## src/rtl/vec_pipe_reg.sv

```systemverilog
// vec_pipe_reg
// Elastic vector pipeline register. A VEC_LENGTH-lane signed vector moves
// through DEPTH register stages under a valid/ready handshake. Empty stages
// always load, so bubbles collapse while the consumer stalls. Lanes whose
// mask bit is clear are stored as zero. Flush drops every in-flight vector
// synchronously.
//
// Ports
//   clk        clock, all state updates on the rising edge
//   reset      asynchronous active-high reset, clears valid bits and data
//   in         input vector, VEC_LENGTH signed lanes of DATA_WIDTH bits
//   in_mask    per-lane keep mask, a clear bit stores that lane as zero
//   in_valid   input vector present
//   in_ready   pipeline accepts input this cycle
//   flush      synchronous drop of all in-flight vectors
//   out        data held by the last stage
//   out_valid  last stage holds a valid vector
//   out_ready  consumer accepts out this cycle
//   count      number of stages holding a valid vector (0..DEPTH)
module vec_pipe_reg #(
    parameter int DATA_WIDTH = 8,
    parameter int VEC_LENGTH = 8,
    parameter int DEPTH      = 2,
    localparam int CNT_W     = $clog2(DEPTH + 1)
) (
    input  logic                         clk,
    input  logic                         reset,
    input  logic signed [DATA_WIDTH-1:0] in [VEC_LENGTH-1:0],
    input  logic [VEC_LENGTH-1:0]        in_mask,
    input  logic                         in_valid,
    output logic                         in_ready,
    input  logic                         flush,
    output logic signed [DATA_WIDTH-1:0] out [VEC_LENGTH-1:0],
    output logic                         out_valid,
    input  logic                         out_ready,
    output logic [CNT_W-1:0]             count
);

    logic [DEPTH-1:0]             v;
    logic signed [DATA_WIDTH-1:0] d [DEPTH-1:0][VEC_LENGTH-1:0];
    logic [DEPTH:0]               r;

    // Ready ripples backwards from the consumer: a stage can take new data
    // when it is empty or when the stage after it is moving this cycle.
    always_comb begin
        r        = '0;
        r[DEPTH] = out_ready;
        for (int k = DEPTH - 1; k >= 0; k--) begin
            r[k] = !v[k] || r[k+1];
        end
    end

    assign in_ready  = r[0] && !flush;
    assign out_valid = v[DEPTH-1];

    always_comb begin
        for (int j = 0; j < VEC_LENGTH; j++) begin
            out[j] = d[DEPTH-1][j];
        end
    end

    always_comb begin
        count = '0;
        for (int k = 0; k < DEPTH; k++) begin
            count = count + CNT_W'(v[k]);
        end
    end

    // Flush clears only the valid bits; data is left in place because it is
    // never observed without a valid bit. A stage loading a bubble keeps its
    // old data so that only valid vectors ever toggle the data registers.
    always_ff @(posedge clk or posedge reset) begin
        if (reset) begin
            v <= '0;
            for (int k = 0; k < DEPTH; k++) begin
                for (int j = 0; j < VEC_LENGTH; j++) begin
                    d[k][j] <= '0;
                end
            end
        end else if (flush) begin
            v <= '0;
        end else begin
            if (r[0]) begin
                v[0] <= in_valid;
                if (in_valid) begin
                    for (int j = 0; j < VEC_LENGTH; j++) begin
                        d[0][j] <= in_mask[j] ? in[j] : '0;
                    end
                end
            end
            for (int k = 1; k < DEPTH; k++) begin
                if (r[k]) begin
                    v[k] <= v[k-1];
                    if (v[k-1]) begin
                        for (int j = 0; j < VEC_LENGTH; j++) begin
                            d[k][j] <= d[k-1][j];
                        end
                    end
                end
            end
        end
    end

endmodule

```

## config.mk

```make
export PLATFORM = sky130hd
export DESIGN_NAME = vec_pipe_reg
export DESIGN_NICKNAME = d
export VERILOG_FILES = /design/src/rtl/vec_pipe_reg.sv
export SDC_FILE = /design/constraint.sdc
export NUM_CORES = 1
export LEC_CHECK = 0
export CORE_MARGIN = 2
export CORE_UTILIZATION = 24
export CTS_CLUSTER_SIZE = 20
export DETAILED_ROUTE_END_ITERATION = 12
export PLACE_DENSITY = 0.56
export SLEW_MARGIN = 20
export SYNTH_ARGS = -nofsm -noshare
export SYNTH_HDL_FRONTEND = slang
export SYNTH_SLANG_ARGS = --single-unit
```

## constraint.sdc

```tcl
create_clock -name clk -period 4.47 [get_ports clk]
set_input_delay 0.894 -clock clk [delete_from_list [all_inputs] [get_ports clk]]
set_output_delay 0.894 -clock clk [all_outputs]
set_load 0.02 [all_outputs]
```

# == Word level (Yosys, flattened, before mapping) ==
# Index checks and enable logic that the tools add are counted.
# totals
mem_bits_ro,0
output_inout_bits,68
inputBits,77
latch_bits,0
ramBits,0
regBits,130
elab_cells,41
memories,0
# classes
n_bitwise,1
addsub,1
n_reduce_logical,10
n_mux,11
order_cmp,0
shift,0
multipliers,0
div_mod_pow,0
n_eq_ne,0
# ops
op,count
$mux 8,8
$reduce_and 3->1,2
$reduce_bool 2->1,2
$logic_not 1->1,3
$add 1x1->2,1
$logic_or 1x1->1,2
$mux 1,2
$mux 2,1
$logic_and 1x1->1,1
$not 1->1,1

# == Longest topological paths before layout ==
# depth
ltp_word,5
ltp_mapped,5
ltp_nobuf,3

# == Worst setup path after synthesis ==
# OpenSTA, ideal clock, no wires.
# synth_path
kind,input port to output port
start,input out_ready
end,output in_ready
setup_slack_ns,2.036
path_buffers,1
required_ns,3.576
stages,3
t_arrival_ns,1.540
cell_sequence,and3b_1 > clkbuf_1 > nor2_1
# synth_between
elab_chain_cells,3
# synth_lines
item,line,rtl
from (decl),35,"input logic out_ready,"
$logic_or 1x1->1 (2 in a row),49,r[k] = !v[k] || r[k+1];
$logic_and 1x1->1,53,assign in_ready = r[0] && !flush;
to (decl),31,"output logic in_ready,"
# Every way passes these cells.

# == Worst setup path in the final report ==
# Same ends and word-level chain as after synthesis.

==> impl_metrics.yaml <==
synth:
  ys_top_cells_by_count: "dfrtp_1 (130), o21ai_1 (102), buf_4 (67)"
  netlist_instances: 498
  synth_cell_types: 20
  yosysWarnings: 0
  synth_top_area_share_pct: 55.0
  synth.cell_area_um2: 5910
  synth_top_area_cell: "dfrtp_1"
  synth_enable_flop_cells: 0
  ys_seq_elements: 130
  ys_top_cells_by_area: "dfrtp_1 (55%), mux2_4 (14%), o21ai_1 (8.6%)"
  seq_area_frac_synth_pct: 55.0
  synth_flop_cell: "dfrtp_1"
  syn_area_per_cell_um2: 11.9
  async_flop_share_pct: 100
  synth.most_common_cell: "dfrtp_1"
  syn_nets: 576
final_layout:
  final_nets: 647
  final_cells: 906
  diodes: 0
  nFillCells: 2499
  area_delta_synth_final_pct: 30.4
  drive_gt1_share_pct: 17.5
  final_core_util_pct: 31.8
sta:
  rsz0062_at_grt: "no"
  tns_ns: 0
  whs_ns: 0.485
  final-hold-violation-count: 0
  finalCriticalPeriod_ns: 3.21
  worstMarginPinSlew_ns: 0.812
  slew_violations: 0
  setup_viol: 0
  skew_ns: 0.00899
  fin_crit_sh_pct: 71.9
  max_slew_margin_pct: 45.9
  fmax_ghz: 0.311
cts:
  clockRootBuffer: "clkbuf_16"
  postCtsSetupRepairBufs: 0
  cts.sinks: 130
  cts_buffers: 17
  clock_latency_ns: 0.41
  clkSlewWorstSetupHoldPaths_ns: 0.06
  htree_levels: 4
  clk_path_buf_depth: 2
  cts_hold_buffers: 0
  tritoncts: "yes"
  cts_resized: 0
worst_setup_path:
  start_kind: "primary input"
  end_kind: "output port"
  cp_data_required_time_ns: 3.58
  arrival_ns: 2.32
  worst-path-max-fanout: 3
  path_class: "in -> out"
route:
  drt_iter0_markers: 216
  drc: 0
  routedWlPerCell_um: 15.6
  drt_wl_total_um: 14200
  first_pass_iters: 4
  postRouteAntennaNets: 0
  vias: 3706
  viasPerCell: 4.09
global_routing:
  grt_max_degree: 107
  grt_pass1_wl_um: 22900
  grt_overflow: 0
  first_global_vias: 3938
  track_usage_pct: 11.7
  antenna_found_initial: 0
floorplanning:
  num_rows: 57
  die-width_um: 161
  die_y_um: 161
  dieArea_um2: 25900
  ioPinCount: 145
  coreArea_um2: 24200
  start_util_pct: 24.4
pwr:
  ir_drop_mv: 0.222
  p_sw_mw: 1.00
  seqPwrFrac_pct: 38.8
  p_leak_nw: 3.33
  clkPwrFrac_pct: 40.1
  netSwitchingFraction_pct: 26.6
  p_comb_share_pct: 21.1
  power.density_nw_per_um2: 489
  p_int_mw: 2.77
worst_hold_path:
  hold_path_class: "reg -> reg"
place:
  hpwl_um: 8760
  dp.cells: 874
  portBuffers: 144
  globalplace.congestion: 0.710
outcome:
  status: "finished, final reports clean"
job:
  max_cap_viol_count: 0
==> logic make-up after synthesis <==
family / after synthesis / synth area share, %
DFF: 130 / 55.0
AOI/OAI and AO/OA: 128 / 10.8
buffers and inverters: 101 / 13.2
muxes: 64 / 15.6
and+or+nand+nor: 74 / 5.06
adders and majority gates: 1 / 0.212
==> layer usage <==
layer	track usage (%)	wire length [µm]
met3	3.18	723
met2	18.0	6580
met5	0	0
met1	15.8	6670
met4	4.26	191
==> sequential cells by signal, indices dropped and copies added, names as in the netlist <==
name / flops
d: 64
out: 64
v: 2
==> power by group through the flow <==
stage	clock, mW	combinational [mW]	sequential (mW)
3_5_place_dp	0	0.807	1.48
3_3_place_gp	0	0.799	1.48
4_1_cts	1.57	0.809	1.46
6_report	1.51	0.795	1.46
5_1_grt	1.63	0.851	1.49
2_1_floorplan	0	0.624	1.45
==> worst max-delay path: stages <==
cell and delay [ns]:
clkdlybuf4s50_1 0.47, and3b_2 0.23, nor2_1 0.11, clkdlybuf4s50_1 0.62
==> through the flow <==
step	setup slack [ns]	power (mW)	area, µm²
after global routing	1.21	3.97	7710
after floorplan	0.107	2.07	5910
after CTS	1.24	3.84	7700
after detailed placement	1.25	2.29	7070
final	1.26	3.77	7710
after global placement	1.25	2.28	7070
==> cell usage in the layout, fill, tap and decap left out <==
master             n
inv_8              1
or2_2              1
clkinv_2           1
clkdlybuf4s50_1  144
o21ai_0           26
clkinvlp_4         4
clkbuf_1           1
o21ai_1          102
nor2_1             5
mux2_1             6
clkbuf_16         17
nand2b_2           1
nor3b_4            1
buf_4              7
clkinv_4           3
mux2_4            54
nor2b_1            1
buf_12             1
clkbuf_8           2
nand2_1           64
and3b_2            1
ha_1               1
mux2_2             4
dfrtp_1          130
bufinv_16          4
==> cell type report <==
| cell class | instances | area [µm²] | share of cell area (%) |
|---|---|---|---|
| Multi-Input combinational cell | 267 | 1890 | 24.5 |
| Timing Repair Buffer | 152 | 1510 | 19.6 |
| Sequential cell | 130 | 3250 | 42.2 |
| Clock inverter | 12 | 181 | 2.35 |
| Inverter | 1 | 11.3 | 0.146 |
| Tap cell | 324 | 405 | 5.26 |
| Clock buffer | 20 | 457 | 5.93 |
==> worst paths after layout <==
check                                 start             endpoint  slack, ns  cells after the start
hold / removal             d[8]$_DFFE_PP0P_   out[8]$_DFFE_PP0P_       0.49                      1
hold reg to reg            d[8]$_DFFE_PP0P_   out[8]$_DFFE_PP0P_       0.49                      1
setup reg to reg           v[0]$_DFFE_PP0P_    d[54]$_DFFE_PP0P_       2.54                      4
min in group asynchronous             reset  out[32]$_DFFE_PP0P_       1.01                      2
max in group asynchronous             reset  out[49]$_DFFE_PP0P_       2.74                      3
setup / recovery                  out_ready             in_ready       1.26                      4
(Power assumes the default switching activity.)
